--- src/rtl/udp_depacketizer_pkg.sv ---
// Shared constants and types for the IQ UDP receive path.
package udp_depacketizer_pkg;

    localparam logic [10:0] OFF_DST_MAC  = 11'd0;
    localparam logic [10:0] OFF_ETYPE    = 11'd12;
    localparam logic [10:0] OFF_IP_VER   = 11'd14;
    localparam logic [10:0] OFF_PROTO    = 11'd23;
    localparam logic [10:0] OFF_DST_IP   = 11'd30;
    localparam logic [10:0] OFF_DST_PORT = 11'd36;
    localparam logic [10:0] OFF_UDP_LEN  = 11'd38;

    localparam logic [10:0] HDR_LEN = 11'd42;
    localparam logic [10:0] SEQ_LEN = 11'd8;

    localparam logic [15:0] ETYPE_IPV4   = 16'h0800;
    localparam logic [7:0]  IP_VER_IHL   = 8'h45;
    localparam logic [7:0]  PROTO_UDP    = 8'h11;
    // UDP header (8) plus sequence field (8) precede the samples.
    localparam logic [15:0] UDP_OVERHEAD = 16'd16;

    typedef enum logic [2:0] {StIdle, StHdr, StSeq, StPay, StDrain} state_e;

    function automatic logic [15:0] sat_add(input logic [15:0] cnt, input logic [1:0] inc);
        logic [16:0] sum;
        sum = {1'b0, cnt} + {15'b0, inc};
        return sum[16] ? 16'hFFFF : sum[15:0];
    endfunction

endpackage

--- src/rtl/udp_depacketizer_hdr_filter.sv ---
// Per-byte header field comparison; flags which field the current byte violates.
module udp_hdr_filter
    import udp_depacketizer_pkg::*;
#(
    parameter logic [47:0] LOCAL_MAC  = 48'h02_12_34_56_78_90,
    parameter logic [31:0] LOCAL_IP   = {8'd192, 8'd168, 8'd50, 8'd50},
    parameter logic [15:0] LOCAL_PORT = 16'd32179
) (
    input  logic [10:0] idx,
    input  logic [7:0]  data,
    output logic        mac_local_mis,
    output logic        mac_bcast_mis,
    output logic        etype_mis,
    output logic        ver_mis,
    output logic        proto_mis,
    output logic        ip_mis,
    output logic        port_mis
);

    logic [10:0] mac_off;
    logic [10:0] ip_off;
    logic [47:0] mac_sh;
    logic [31:0] ip_sh;

    always_comb begin
        mac_off       = idx - OFF_DST_MAC;
        ip_off        = idx - OFF_DST_IP;
        // Shift the wanted byte to the top so no variable part-select is needed.
        mac_sh        = LOCAL_MAC << {mac_off[2:0], 3'b000};
        ip_sh         = LOCAL_IP << {ip_off[1:0], 3'b000};
        mac_local_mis = 1'b0;
        mac_bcast_mis = 1'b0;
        etype_mis     = 1'b0;
        ver_mis       = 1'b0;
        proto_mis     = 1'b0;
        ip_mis        = 1'b0;
        port_mis      = 1'b0;
        if (idx < OFF_DST_MAC + 11'd6) begin
            mac_local_mis = data != mac_sh[47:40];
            mac_bcast_mis = data != 8'hFF;
        end
        if (idx == OFF_ETYPE)         etype_mis = data != ETYPE_IPV4[15:8];
        if (idx == OFF_ETYPE + 11'd1) etype_mis = data != ETYPE_IPV4[7:0];
        if (idx == OFF_IP_VER)        ver_mis   = data != IP_VER_IHL;
        if (idx == OFF_PROTO)         proto_mis = data != PROTO_UDP;
        if (idx >= OFF_DST_IP && idx < OFF_DST_IP + 11'd4) ip_mis = data != ip_sh[31:24];
        if (idx == OFF_DST_PORT)         port_mis = data != LOCAL_PORT[15:8];
        if (idx == OFF_DST_PORT + 11'd1) port_mis = data != LOCAL_PORT[7:0];
    end

endmodule

--- src/rtl/udp_depacketizer.sv ---
// Filters IQ UDP frames, strips headers and writes 32-bit {I,Q} samples to the FIFO.
// Optional sequence-gap checking is enabled by defining UDP_DEPACK_SEQ_CHECK_EN.
module udp_depacketizer
    import udp_depacketizer_pkg::*;
#(
    parameter logic [47:0] LOCAL_MAC  = 48'h02_12_34_56_78_90,
    parameter logic [31:0] LOCAL_IP   = {8'd192, 8'd168, 8'd50, 8'd50},
    parameter logic [15:0] LOCAL_PORT = 16'd32179
) (
    input  logic        clk,
    input  logic        rst,
    input  logic [7:0]  rx_data,
    input  logic        rx_valid,
    input  logic        rx_sop,
    input  logic        rx_eop,
    input  logic        rx_err,
    output logic        wr_en,
    output logic [31:0] wr_data,
    input  logic        wr_full,
    output logic [15:0] pkt_count,
    output logic [15:0] drop_count,
    output logic [15:0] ovf_count,
    output logic [15:0] err_count,
    output logic [15:0] gap_count
);

    state_e      state_q, state_d, eff_state;
    logic [10:0] idx_q, idx_d, eff_idx;
    logic [15:0] len_q, len_d, pay_len;
    logic [15:0] pay_cnt_q, pay_cnt_d;
    logic [1:0]  lane_q, lane_d;
    logic [23:0] samp_q, samp_d;
    logic        mac_lbad_q, mac_lbad_d, mac_bbad_q, mac_bbad_d;
    logic        accepted_q, accepted_d;
    logic        wr_en_q, wr_en_d;
    logic [31:0] wr_data_q, wr_data_d;
    logic [15:0] pkt_q, drop_q, ovf_q, err_q;
    logic        start, bad, short_len;
    logic        pkt_inc, ovf_inc, err_inc, gap_inc;
    logic [1:0]  drop_inc;

    logic mac_local_mis, mac_bcast_mis, etype_mis, ver_mis, proto_mis, ip_mis, port_mis;

    udp_hdr_filter #(
        .LOCAL_MAC  (LOCAL_MAC),
        .LOCAL_IP   (LOCAL_IP),
        .LOCAL_PORT (LOCAL_PORT)
    ) u_hdr_filter (
        .idx           (eff_idx),
        .data          (rx_data),
        .mac_local_mis (mac_local_mis),
        .mac_bcast_mis (mac_bcast_mis),
        .etype_mis     (etype_mis),
        .ver_mis       (ver_mis),
        .proto_mis     (proto_mis),
        .ip_mis        (ip_mis),
        .port_mis      (port_mis)
    );

`ifdef UDP_DEPACK_SEQ_CHECK_EN
    logic [55:0] seq_q, seq_d;
    logic [63:0] exp_q, exp_d, seq_full;
    logic        seen_q, seen_d;
    logic [15:0] gap_q;
    assign gap_count = gap_q;
`else
    assign gap_count = 16'h0000;
`endif

    assign pay_len = len_q - UDP_OVERHEAD;

    always_comb begin
        start      = rx_valid & rx_sop;
        // A start-of-frame in any state is treated as byte 0 of a fresh header.
        eff_state  = start ? StHdr : state_q;
        eff_idx    = start ? 11'd0 : idx_q;
        state_d    = state_q;
        idx_d      = idx_q;
        len_d      = len_q;
        pay_cnt_d  = pay_cnt_q;
        lane_d     = lane_q;
        samp_d     = samp_q;
        mac_lbad_d = mac_lbad_q;
        mac_bbad_d = mac_bbad_q;
        accepted_d = accepted_q;
        wr_en_d    = 1'b0;
        wr_data_d  = wr_data_q;
        bad        = 1'b0;
        short_len  = 1'b0;
        pkt_inc    = 1'b0;
        ovf_inc    = 1'b0;
        err_inc    = 1'b0;
        gap_inc    = 1'b0;
        drop_inc   = {1'b0, start && (state_q == StHdr || state_q == StSeq)};
`ifdef UDP_DEPACK_SEQ_CHECK_EN
        seq_d    = seq_q;
        exp_d    = exp_q;
        seen_d   = seen_q;
        seq_full = {rx_data, seq_q};
`endif
        if (rx_valid) begin
            idx_d = eff_idx + 11'd1;
            unique case (eff_state)
                StIdle: idx_d = idx_q;
                StHdr: begin
                    mac_lbad_d = (start ? 1'b0 : mac_lbad_q) | mac_local_mis;
                    mac_bbad_d = (start ? 1'b0 : mac_bbad_q) | mac_bcast_mis;
                    accepted_d = 1'b0;
                    if (eff_idx == OFF_UDP_LEN)         len_d[15:8] = rx_data;
                    if (eff_idx == OFF_UDP_LEN + 11'd1) begin
                        len_d[7:0] = rx_data;
                        short_len  = {len_q[15:8], rx_data} < UDP_OVERHEAD;
                    end
                    bad = (mac_lbad_d & mac_bbad_d) | etype_mis | ver_mis | proto_mis |
                          ip_mis | port_mis | short_len | rx_err | rx_eop;
                    if (bad) begin
                        drop_inc = drop_inc + 2'd1;
                        state_d  = (rx_err | rx_eop) ? StIdle : StDrain;
                    end else begin
                        state_d = (eff_idx == HDR_LEN - 11'd1) ? StSeq : StHdr;
                    end
                end
                StSeq: begin
`ifdef UDP_DEPACK_SEQ_CHECK_EN
                    seq_d = seq_full[63:8];
`endif
                    if (rx_err | rx_eop) begin
                        drop_inc = drop_inc + 2'd1;
                        state_d  = StIdle;
                    end else if (idx_q == HDR_LEN + SEQ_LEN - 11'd1) begin
`ifdef UDP_DEPACK_SEQ_CHECK_EN
                        gap_inc = seen_q && (seq_full != exp_q);
                        exp_d   = seq_full + 64'd1;
                        seen_d  = 1'b1;
`endif
                        pay_cnt_d  = 16'd0;
                        lane_d     = 2'd0;
                        accepted_d = (pay_len == 16'd0);
                        state_d    = (pay_len == 16'd0) ? StDrain : StPay;
                    end
                end
                StPay: begin
                    if (rx_err) begin
                        err_inc = 1'b1;
                        state_d = StIdle;
                    end else begin
                        lane_d    = lane_q + 2'd1;
                        pay_cnt_d = pay_cnt_q + 16'd1;
                        unique case (lane_q)
                            2'd0: samp_d[7:0]   = rx_data;
                            2'd1: samp_d[15:8]  = rx_data;
                            2'd2: samp_d[23:16] = rx_data;
                            2'd3: begin
                                if (wr_full) begin
                                    ovf_inc = 1'b1;
                                end else begin
                                    wr_en_d   = 1'b1;
                                    wr_data_d = {samp_q[15:0], rx_data, samp_q[23:16]};
                                end
                            end
                        endcase
                        if (rx_eop) begin
                            pkt_inc = 1'b1;
                            state_d = StIdle;
                        end else if (pay_cnt_d == pay_len) begin
                            accepted_d = 1'b1;
                            state_d    = StDrain;
                        end
                    end
                end
                StDrain: begin
                    if (rx_eop | rx_err) begin
                        pkt_inc = rx_eop & ~rx_err & accepted_q;
                        state_d = StIdle;
                    end
                end
                default: state_d = StIdle;
            endcase
        end
    end

    always_ff @(posedge clk or negedge rst) begin
        if (!rst) begin
            state_q    <= StIdle;
            idx_q      <= '0;
            len_q      <= '0;
            pay_cnt_q  <= '0;
            lane_q     <= '0;
            samp_q     <= '0;
            mac_lbad_q <= 1'b0;
            mac_bbad_q <= 1'b0;
            accepted_q <= 1'b0;
            wr_en_q    <= 1'b0;
            wr_data_q  <= '0;
            pkt_q      <= '0;
            drop_q     <= '0;
            ovf_q      <= '0;
            err_q      <= '0;
        end else begin
            state_q    <= state_d;
            idx_q      <= idx_d;
            len_q      <= len_d;
            pay_cnt_q  <= pay_cnt_d;
            lane_q     <= lane_d;
            samp_q     <= samp_d;
            mac_lbad_q <= mac_lbad_d;
            mac_bbad_q <= mac_bbad_d;
            accepted_q <= accepted_d;
            wr_en_q    <= wr_en_d;
            wr_data_q  <= wr_data_d;
            pkt_q      <= sat_add(pkt_q, {1'b0, pkt_inc});
            drop_q     <= sat_add(drop_q, drop_inc);
            ovf_q      <= sat_add(ovf_q, {1'b0, ovf_inc});
            err_q      <= sat_add(err_q, {1'b0, err_inc});
        end
    end

`ifdef UDP_DEPACK_SEQ_CHECK_EN
    always_ff @(posedge clk or negedge rst) begin
        if (!rst) begin
            seq_q  <= '0;
            exp_q  <= '0;
            seen_q <= 1'b0;
            gap_q  <= '0;
        end else begin
            seq_q  <= seq_d;
            exp_q  <= exp_d;
            seen_q <= seen_d;
            gap_q  <= sat_add(gap_q, {1'b0, gap_inc});
        end
    end
`else
    logic unused_gap;
    assign unused_gap = gap_inc;
`endif

    assign wr_en      = wr_en_q;
    assign wr_data    = wr_data_q;
    assign pkt_count  = pkt_q;
    assign drop_count = drop_q;
    assign ovf_count  = ovf_q;
    assign err_count  = err_q;

endmodule

--- config.mk ---
export PLATFORM = sky130hd
export DESIGN_NAME = udp_depacketizer
export DESIGN_NICKNAME = d
export VERILOG_FILES = /design/src/rtl/udp_depacketizer_pkg.sv /design/src/rtl/udp_depacketizer_hdr_filter.sv /design/src/rtl/udp_depacketizer.sv
export SDC_FILE = /design/constraint.sdc
export NUM_CORES = 1
export LEC_CHECK = 0
export CAP_MARGIN = 10
export CELL_PAD_IN_SITES_DETAIL_PLACEMENT = 2
export CELL_PAD_IN_SITES_GLOBAL_PLACEMENT = 2
export CORE_MARGIN = 8
export CORE_UTILIZATION = 38
export DETAILED_ROUTE_END_ITERATION = 6
export PLACE_DENSITY = 0.92
export SYNTH_ARGS = -nofsm -noshare
export SYNTH_HDL_FRONTEND = slang
export SYNTH_SLANG_ARGS = --single-unit
--- constraint.sdc ---
create_clock -name clk -period 7.4 [get_ports clk]
set_clock_uncertainty 0.2 [all_clocks]
set_input_delay 1.48 -clock clk [delete_from_list [all_inputs] [get_ports clk]]
set_output_delay 1.48 -clock clk [all_outputs]
set_load 0.02 [all_outputs]
# Word-level counts from Yosys, hierarchy flattened
# Cells that the tools add are included.
# classes
addsub	10
order_cmp	4
n_eq_ne	36
n_shift	2
mux	67
bitwise	18
n_reduce_logical	20
# ops
cell	count
16-bit two-way mux	7
11-bit by 6-bit == test with 1-bit output (second input constant)	6
16-bit by 1-bit adder with 17-bit output	3
42-bit by 6-bit left shift with 48-bit output (first input constant)	1
1-bit two-way mux	36
11-bit by 4-bit == test with 1-bit output (second input constant)	3
16-bit case mux with 2 select lines	1
32-bit by 5-bit left shift with 32-bit output (first input constant)	1
3-bit two-way mux	10
16-bit by 2-bit adder with 17-bit output	1
16-bit by 1-bit adder with 16-bit output (second input constant)	1
16-bit == test	1
16-bit zero test	1
16-bit by 5-bit less-than comparator with 1-bit output (second input constant)	1
8-bit by 7-bit != test with 1-bit output (second input constant)	2
8-bit != test	2
8-bit != test (second input constant)	2
16-bit by 5-bit subtractor with 16-bit output (second input constant)	1
3-bit case mux with 5 select lines	1
5-bit AND reduction	3
2-bit two-way mux	7
2-bit != test (second input constant)	6
4-bit AND reduction	3
11-bit by 1-bit adder with 11-bit output (second input constant)	1
33 further kinds	56
# word_totals
regBits	172
input_bits	15
output_inout_bits	113
elab_cells	175

# Depth between registers and ports, before layout
# Gate-level depths: netlist of the first run.
# depth
word_depth	20
depth_mapped	23
ltp_nobuf	20

# By module
# From an unflattened synthesis of the first run, not the netlist that was laid out.
# hier_totals
hier_cells	929
area_unflattened_um2	9316.4
# by_module_without_submodules
module	n_inst	cells_each	area_each_um2	seq_area_each_um2
udp_depacketizer	1	855	8842.2	4304.1
udp_hdr_filter	1	74	474.2	0.0

# Worst setup path after synthesis of the first run
# Ideal clock, no wire load.
# synth_path
kind	in2reg
from	input port rx_valid
to	register drop_q[10] (netlist: drop_count[10])
setup_ns	0.068
arrival_time_ns	5.594
required_ns	7.132
path_slack_ns	1.539
path_stages	22
path_buffers	2
cell_sequence	clkbuf_1 > a21bo_2 > o21ai_0 > or4b_1 > nor4_1 > a31oi_1 > nor3_1 > inv_1 > ha_1 > a22oi_1 > nor2b_1 > ha_1 > inv_1 > fa_1 > nor2_1 > and3_1 > nand3_1 > nor2_1 > nand3_1 > or2_2 > clkbuf_1 > nand2_1
# synth_between
elab_chain_len	20
elab_cells_between_ends	54
classes_between	add/sub: 3; order compare: 3; eq/ne: 11; shift: 2; mux: 21; bitwise: 12; reduce/logical: 2
# synth_lines
element	line	rtl
start: declaration	udp_depacketizer.sv:13	input logic rx_valid,
1-bit AND	udp_depacketizer.sv:73	start = rx_valid & rx_sop;
11-bit two-way mux	udp_depacketizer.sv:76	eff_idx = start ? 11'd0 : idx_q;
42-bit by 6-bit left shift with 48-bit output	udp_depacketizer_hdr_filter.sv:29	mac_sh = LOCAL_MAC << {mac_off[2:0], 3'b000};
8-bit != test	udp_depacketizer_hdr_filter.sv:39	mac_local_mis = data != mac_sh[47:40];
1-bit two-way mux	udp_depacketizer_hdr_filter.sv:38	if (idx < OFF_DST_MAC + 11'd6) begin
1-bit bitwise OR	udp_depacketizer.sv:106	mac_lbad_d = (start ? 1'b0 : mac_lbad_q) | mac_local_mis;
1-bit AND	udp_depacketizer.sv:114	bad = (mac_lbad_d & mac_bbad_d) | etype_mis | ver_mis | proto_mis |
1-bit bitwise OR (4 in series)	udp_depacketizer.sv:114	
1-bit bitwise OR (4 in series)	udp_depacketizer.sv:115	ip_mis | port_mis | short_len | rx_err | rx_eop;
2-bit two-way mux	udp_depacketizer.sv:116	if (bad) begin
2-bit case mux with 2 select lines	udp_depacketizer.sv:103	unique case (eff_state)
2-bit two-way mux (*)	udp_depacketizer.sv:101	if (rx_valid) begin
16-bit by 2-bit adder with 17-bit output (*)	udp_depacketizer_pkg.sv:25	sum = {1'b0, cnt} + {15'b0, inc};
16-bit two-way mux (*)	udp_depacketizer_pkg.sv:26	return sum[16] ? 16'hFFFF : sum[15:0];
end signal: assignment	udp_depacketizer.sv:212	drop_q <= sat_add(drop_q, drop_inc);
end: declaration	udp_depacketizer.sv:37	logic [15:0] pkt_q, drop_q, ovf_q, err_q;
# Every way passes the cells marked *; elsewhere a longest branch is shown, timed or not. The select of a mux whose other input is x is not followed.
# A chain may end at the register's enable or synchronous reset.

# Worst setup path in the final report of the first run
# layout_path
from	input port rx_sop
to	register drop_q[5] (netlist: drop_count[5])
# layout_between
elab_chain_len	20
elab_cells_between_ends	54
classes_between	add/sub: 3; order compare: 3; eq/ne: 11; shift: 2; mux: 21; bitwise: 12; reduce/logical: 2
# layout_lines
element	line	rtl
start: declaration	udp_depacketizer.sv:14	input logic rx_sop,
1-bit AND (*)	udp_depacketizer.sv:73	
11-bit two-way mux	udp_depacketizer.sv:76	
42-bit by 6-bit left shift with 48-bit output	udp_depacketizer_hdr_filter.sv:29	
8-bit != test	udp_depacketizer_hdr_filter.sv:39	
1-bit two-way mux	udp_depacketizer_hdr_filter.sv:38	
1-bit bitwise OR	udp_depacketizer.sv:106	
1-bit AND	udp_depacketizer.sv:114	
1-bit bitwise OR (4 in series)	udp_depacketizer.sv:114	
1-bit bitwise OR (4 in series)	udp_depacketizer.sv:115	
2-bit two-way mux	udp_depacketizer.sv:116	
2-bit case mux with 2 select lines	udp_depacketizer.sv:103	
2-bit two-way mux (*)	udp_depacketizer.sv:101	
16-bit by 2-bit adder with 17-bit output (*)	udp_depacketizer_pkg.sv:25	
16-bit two-way mux (*)	udp_depacketizer_pkg.sv:26	
# Marked as above.

==> flow_metrics.tcl, run 1 <==
set metrics [dict create \
    status "finished clean" \
    report.final.hold_viol_count 0 \
    cp_top_family "simple AND/OR/NAND/NOR gates" \
    dieWidth_um 171 \
    yosys-top-cells-area "dfrtp_1, mux2_2, nand2_1" \
    arrival_ns 7.08 \
    clock_sinks 172 \
    wire_per_inst_um 26.2 \
    numCtsBuffers 17 \
    worstPathRequired_ns 7.56 \
    root_buffer "clkbuf_16" \
    worst_path_max_delay_cell "or4b_1" \
    routed_wl_mm 35.4 \
    yosysSeqAreaShare_pct 46.9 \
    clock_path_buffers 2 \
    path_cells "clkdlybuf4s50_1 > a21bo_2 > o21ai_0 > or4b_1 > nor4_1 > a31oi_1 > nor3_1 > inv_1 > ha_1 > a22oi_1 > nor2b_1 > ha_1 > inv_1 > fa_1 > nor2_1 > and3_1 > nand3_1 > nor2_1 > nand3_1 > or2_2 > o21ai_0" \
    dieArea_sq_um 29400 \
    ctsHoldBuffers 0 \
    rrSetupSlack_ns 1.09 \
    maxCapViolCount 0 \
    yosys.area.top_type "dfrtp_1" \
    hold_depth 1 \
    yosys-top-cells-count "dfrtp_1, nand2_1, mux2_2" \
    final_core_util_pct 46.6 \
    cts_htree_levels 4 \
    synthCells 909 \
    seqPwrFrac_pct 45.6 \
    dr.pass1.iters 5 \
    path_max_fanout 13 \
    critPathMaxStageDelay_ns 0.52 \
    postSynthAreaPerCell_sq_um 10.1 \
    async_flop_share_pct 100 \
    via_count 7815 \
    clock.fmax_mhz 145 \
    clkPwrFrac_pct 41.3 \
    io_buffers 111 \
    synth-seq-cells 172 \
    clock_latency_ns 0.46 \
    dp.cells 1317 \
    synth_edf_count 0 \
    power_density_nw_per_um2 206 \
    yosysWarnings 0 \
    setup_ws_ns 0.484 \
    ys.flop_type "dfrtp_1" \
    grt_max_degree 99 \
    p_comb_share_pct 13.2 \
    fin_hold_ws_ns 0.314 \
    first_iter_violations 372 \
    grt_pass1_vias 9135 \
    drc 0 \
    end_kind "register" \
    cts_tree "built" \
    syn2layout_area_growth_pct 22.0 \
    post-dp-hpwl_mm 22.9 \
    viasPerCell 5.79 \
    leakagePower_uw 0.00513 \
    die_height_um 171 \
    internal_power_uw 1540 \
    synth_cell_types 78 \
    switching_share_pct 32.9 \
    antenna_cells 0 \
    fin_crit_ns 6.92 \
    stdcell_count 1350 \
    yosysMostFrequentCell "dfrtp_1" \
    r2r-end "drop_count[5]$_DFF_PN0_" \
    antenna_found_initial 0 \
    globalplace.congestion 0.821 \
    fin_crit_sh_pct 93.5 \
    reg2reg_from "idx_q[2]$_DFFE_PN0P_" \
    post-place-ws_ns 0.172 \
    core_sq_um 24000 \
    vdd_drop_max_uv 189 \
    cts_resized 0 \
    setup_viol 0 \
    crit_path_start_kind "input pin" \
    clk_pin_slew_ns 0.08 \
    syn_area_sq_um 9180 \
    grt_pass1_wl_mm 56.0 \
    nNetsFinal 1046 \
    switchingPower_uw 758 \
    holdCritStartpoint "pay_cnt_q[15]$_DFFE_PN0P_" \
    yosys.area.top_type_share_pct 46.9 \
    cts_setup_buffers 0 \
    overflow 0 \
    ant_nets 0 \
    fin_tns_setup_ns 0 \
    reg2reg_depth 20 \
    crit_type "input pin to register" \
    hold_class "register to register" \
    grt_setup_unrepaired "no" \
    drive_gt1_share_pct 13.7 \
    grtUsageTotal_pct 24.9 \
    maxSlewViolCount 0 \
    worstHoldEndpoint "pay_cnt_q[15]$_DFFE_PN0P_" \
    rows 57 \
    max_slew.worst_pin.slew_ns 1.02 \
    pin_count 128 \
    slew_headroom_pct 32.1 \
    critPathBufInv 3 \
    start_util_pct 38.2 \
]
==> through the flow <==
stage,power (uW),area [sq um]
3_5_place_dp,1350,10600
2_1_floorplan,1220,9240
5_1_grt,2380,11200
4_1_cts,2320,11200
3_3_place_gp,1320,10600
6_report,2300,11200
==> cells by family after synthesis <==
| kind of cell | Yosys count | share of synthesized area, % |
|---|---|---|
| and+or+nand+nor | 365 | 20.6 |
| DFF | 172 | 46.9 |
| AOI/OAI and AO/OA | 131 | 9.31 |
| muxes | 78 | 9.57 |
| xor gates and xnor gates | 72 | 7.27 |
| buffers and inverters | 72 | 3.78 |
| adders and majority gates | 18 | 2.54 |
| other | 1 | 0.0409 |
==> cell usage in the layout, fill, tap and decap left out, types with 3 or more instances in the layout <==
cell	instances
a21oi_1	15
a22o_1	6
a31oi_1	11
and2_1	12
and3_1	22
buf_4	14
clkbuf_16	17
clkdlybuf4s50_1	110
clkinv_8	6
conb_1	16
dfrtp_1	172
ha_1	17
inv_1	16
inv_6	3
inv_8	3
mux2_2	74
mux2i_1	3
nand2_1	99
nand2b_1	15
nand3_1	44
nand3b_1	4
nand4_1	21
nor2_1	68
nor2b_1	7
nor3_1	25
nor3b_1	5
nor4_1	6
nor4b_1	5
o21a_1	7
o21ai_0	46
o22ai_1	3
o311ai_0	3
o31ai_1	13
or2_2	4
or3_1	7
xnor2_1	39
xor2_1	30
==> per-layer routing <==
| metal | routed length (um) | GRT usage (%) |
|---|---|---|
| met1 | 13400 | 27.2 |
| met5 | 0 | 0 |
| met2 | 18900 | 45.9 |
| met3 | 1450 | 3.97 |
| met4 | 1650 | 12.9 |
==> worst max path at each step <==
stage	from	endpoint	slack, ns	cells past startpoint
2_1_floorplan	rx_valid	drop_count[10]$_DFF_PN0_	1.54	22
3_3_place_gp	rx_sop	drop_count[5]$_DFF_PN0_	0.73	21
3_5_place_dp	rx_sop	drop_count[5]$_DFF_PN0_	0.17	21
4_1_cts	rx_sop	drop_count[5]$_DFF_PN0_	0.52	21
5_1_grt	rx_sop	drop_count[5]$_DFF_PN0_	0.1	21
6_report	rx_sop	drop_count[5]$_DFF_PN0_	0.48	21
==> sequential cells by signal (all words and copies together), names as in the netlist <==
signal	flops
lane_q	2
err_count	16
accepted_q	1
state_q	3
pay_cnt_q	16
len_q	16
wr_en	1
drop_count	16
mac_lbad_q	1
wr_data	32
pkt_count	16
ovf_count	16
mac_bbad_q	1
idx_q	11
samp_q	24
==> final cells by class <==
class,count,area (sq um)
Fill cell,2497,12800
Timing Repair Buffer,126,1220
Tap cell,324,405
Clock inverter,15,188
Clock buffer,17,425
Inverter,16,60.1
Multi-Input combinational cell,680,4590
Sequential cell,172,4300
==> worst reg2reg max path, delay by kind of cell (launching register included) <==
| kind | cells | cell delay, ns |
|---|---|---|
| AND/OR/NAND/NOR | 12 | 3.54 |
| flip-flops | 1 | 0.98 |
| adder cells (fa/ha/maj) | 3 | 0.91 |
| AO/OA/AOI/OAI | 3 | 0.43 |
| buffers and inverters | 2 | 0.16 |
==> power by group through the flow <==
stage,registers [uW],logic [uW],clock network (uW)
after floorplan,1020,194,0
after global placement,1060,266,0
after detailed placement,1060,291,0
after CTS,1050,306,967
after global routing,1060,329,993
final,1050,303,950
(Power assumes the default switching activity.)
==> run 2: changes to the inputs <==
--- a/config.mk
+++ b/config.mk
@@ -10,8 +10,10 @@
 export CELL_PAD_IN_SITES_GLOBAL_PLACEMENT = 2
 export CORE_MARGIN = 8
 export CORE_UTILIZATION = 38
+export CTS_CLUSTER_DIAMETER = 150
 export DETAILED_ROUTE_END_ITERATION = 6
 export PLACE_DENSITY = 0.92
 export SYNTH_ARGS = -nofsm -noshare
 export SYNTH_HDL_FRONTEND = slang
+export SYNTH_HIERARCHICAL = 1
 export SYNTH_SLANG_ARGS = --single-unit
==> run 2 against run 1 <==
Sequential power is 10% higher; final cell count increased by 2.1%; maximum frequency decreased by 2.0%; design area up 1.6%; sequential cell count is the same; critical path type unchanged.
==> flow_metrics.tcl, run 2 <==
set metrics [dict create \
    syn2layout_area_growth_pct 22.1 \
    nNetsFinal 1077 \
    overflow 0 \
    crit_path_start "rx_sop" \
    clock_path_buffers 2 \
    core_sq_um 24200 \
    end_kind "register" \
    synth_cell_types 70 \
    hold_class "register to register" \
    seqPwrFrac_pct 43.0 \
    cts_htree_levels 4 \
    switching_share_pct 35.9 \
    antenna_cells 0 \
    yosys-top-cells-area "dfrtp_1, mux2_2, nand2_1" \
    routed_wl_mm 39.6 \
    synth_edf_count 0 \
    status "finished clean" \
    internal_power_uw 1730 \
    grt_pass1_wl_mm 60.0 \
    worst_path_max_delay_cell "or4_1" \
    fin_crit_sh_pct 95.4 \
    rows 57 \
    pin_count 128 \
    final_common_cell "dfrtp_1" \
    grtUsageTotal_pct 25.8 \
    yosys.area.top_type "dfrtp_1" \
    rrSetupSlack_ns 1.80 \
    largest_register_ffs 32 \
    crit_path_start_kind "input pin" \
    post-dp-hpwl_mm 23.8 \
    antenna_found_initial 0 \
    fillers 2454 \
    yosysWarnings 6 \
    crit_type "input pin to register" \
    synth_compound_area_share_pct 8.54 \
    maxSlewViolCount 0 \
    seq_area_sq_um 4300 \
    reg2reg_from "idx_q[1]$_DFFE_PN0P_" \
    drc 0 \
    drive_gt1_share_pct 14.8 \
    p_comb_share_pct 21.8 \
    clock_latency_ns 0.45 \
    cp_num_cells 21 \
    cts_tree "built" \
    r2r-end "drop_count[0]$_DFF_PN0_" \
    grt_pass1_vias 9580 \
    critPathBufInv 3 \
    multi_input_area_sq_um 4730 \
    final_cell_mix "dfrtp_1, nand2_1, clkdlybuf4s50_1" \
    postSynthAreaPerCell_sq_um 10.0 \
    critPathMaxStageDelay_ns 0.64 \
    dieArea_sq_um 29800 \
    yosysMostFrequentCell "dfrtp_1" \
    start_util_pct 38.5 \
    worstPathRequired_ns 7.58 \
    switchingPower_uw 968 \
    root_buffer "clkbuf_16" \
    yosys-top-cells-count "dfrtp_1, nand2_1, mux2_2" \
    synth_top_family_by_area "simple AND/OR/NAND/NOR gates" \
    ant_nets 0 \
    grt_max_degree 75 \
    async_flop_share_pct 100 \
    clock.fmax_mhz 142 \
    io_buffers 111 \
    dieWidth_um 173 \
    grt_setup_unrepaired "no" \
    synthAdderAreaFrac_pct 2.90 \
    setup_viol 0 \
    clk_pin_slew_ns 0.07 \
    globalplace.congestion 0.800 \
    reg2reg_depth 19 \
    ys.flop_type "dfrtp_1" \
    synth-xor-area-share_pct 7.05 \
    fin_tns_setup_ns 0 \
    synthCells 929 \
    yosys.area.top_type_share_pct 46.2 \
    leakagePower_uw 0.00528 \
    fin_crit_ns 7.06 \
    cp-endpoint "drop_count[0]$_DFF_PN0_" \
    report.final.hold_viol_count 0 \
    clock_sinks 172 \
    via_count 8211 \
    synth-seq-cells 172 \
    path_max_fanout 13 \
    synth_mux_area_share_pct 9.50 \
    setup_ws_ns 0.341 \
    power_density_nw_per_um2 237 \
    max_slew.worst_pin.slew_ns 0.946 \
    path_cells "clkdlybuf4s50_1 > nand2_2 > nand2_1 > clkinvlp_4 > nand2b_1 > xnor2_1 > a311oi_1 > or4_1 > nor4_2 > o21ai_0 > a31o_2 > ha_1 > a22oi_1 > nor2b_1 > ha_1 > inv_1 > fa_1 > nor3b_2 > nand3_2 > or3_4 > nand2b_1" \
    yosysSeqAreaShare_pct 46.2 \
    ctsHoldBuffers 0 \
    viasPerCell 5.96 \
    slew_headroom_pct 36.3 \
    post-place-ws_ns -0.0943 \
    die_height_um 173 \
    maxCapViolCount 0 \
    arrival_ns 7.24 \
    wire_per_inst_um 28.7 \
    dr.pass1.iters 5 \
    synth-simple-area-share_pct 21.8 \
    first_iter_violations 436 \
    vdd_drop_max_uv 157 \
    clkPwrFrac_pct 35.2 \
    numCtsBuffers 17 \
    syn_area_sq_um 9320 \
    cp_top_family "simple AND/OR/NAND/NOR gates" \
]
==> run 2: layout make-up <==
type | instances | area share [%]
clock inverters | 14 | 1.31
inverters | 19 | 0.660
well taps | 324 | 3.56
repair buffers | 134 | 11.3
flip-flops and latches | 172 | 37.8
multi-input cells | 697 | 41.6
clock buffers | 18 | 3.77
==> run 2: per-stage QoR <==
stage	utilization [%]	power, uW	area, sq um	cells	hold slack (ns)
finish	47.1	2700	11400	1378	0.315
global route	47.1	2770	11400	1378	0.330
global placement	44.4	1600	10700	1340	0.279
floorplan	-	1430	9370	944	0.266
CTS	46.8	2650	11300	1372	0.313
detailed placement	44.4	1670	10700	1340	0.291
==> run 2: how the worst min path moves through the flow <==
stage / cells past startpoint / endpoint / start / slack, ns
2_1_floorplan: 1 / mac_bbad_q$_DFFE_PN0P_ / mac_bbad_q$_DFFE_PN0P_ / 0.27
3_3_place_gp: 1 / wr_data[1]$_DFFE_PN0P_ / samp_q[17]$_DFFE_PN0P_ / 0.28
3_5_place_dp: 1 / samp_q[13]$_DFFE_PN0P_ / samp_q[13]$_DFFE_PN0P_ / 0.29
4_1_cts: 1 / samp_q[9]$_DFFE_PN0P_ / samp_q[9]$_DFFE_PN0P_ / 0.31
5_1_grt: 1 / samp_q[20]$_DFFE_PN0P_ / samp_q[20]$_DFFE_PN0P_ / 0.33
6_report: 1 / samp_q[9]$_DFFE_PN0P_ / samp_q[9]$_DFFE_PN0P_ / 0.31
==> run 2: power by group through the flow <==
| stage | clock [uW] | sequential (uW) | combinational [uW] |
|---|---|---|---|
| finish | 949 | 1160 | 589 |
| global route | 982 | 1170 | 625 |
| CTS | 955 | 1150 | 549 |
| detailed placement | 0 | 1160 | 513 |
| global placement | 0 | 1140 | 464 |
| floorplan | 0 | 1120 | 308 |
==> run 2: cells by family after synthesis <==
kind of cell / after synthesis
adder cells (fa/ha/maj): 21
AND/OR/NAND/NOR: 383
buffers and inverters: 75
XOR/XNOR: 75
flip-flops: 172
multiplexers: 79
AO/OA/AOI/OAI: 123
other: 1
==> run 2: layer usage <==
metal / vias up / GRT usage, % / part of all wire [%]
li1: 3479 / - / -
met1: 4318 / 27.1 / 38
met4: 0 / 13.8 / 4.7
met5: - / 0 / 0
met2: 302 / 47.1 / 53
met3: 112 / 6.16 / 4.3
==> run 2: what timing repair did <==
action / 4_1_cts / 5_1_grt
endpoints found under the setup margin: 11 / 16
resized for setup: 1 / 6
buffers inserted: 0 / 6
==> run 3: changes to the inputs <==
--- a/config.mk
+++ b/config.mk
@@ -5,7 +5,6 @@
 export SDC_FILE = /design/constraint.sdc
 export NUM_CORES = 1
 export LEC_CHECK = 0
-export CAP_MARGIN = 10
 export CELL_PAD_IN_SITES_DETAIL_PLACEMENT = 2
 export CELL_PAD_IN_SITES_GLOBAL_PLACEMENT = 2
 export CORE_MARGIN = 8
==> constraint.sdc (replaced) <==
create_clock -name clk -period 7.4 [get_ports clk]
set_clock_uncertainty 0.2 [all_clocks]
set_input_delay 1.48 -clock clk [delete_from_list [all_inputs] [get_ports clk]]
set_output_delay 1.48 -clock clk [all_outputs]
set_load 0.005 [all_outputs]
==> results of run 3 <==
Same layout as run 2 (identical final DEF). Status: finished clean.
Main changes from that run: total power 2700 uW -> 2670 uW
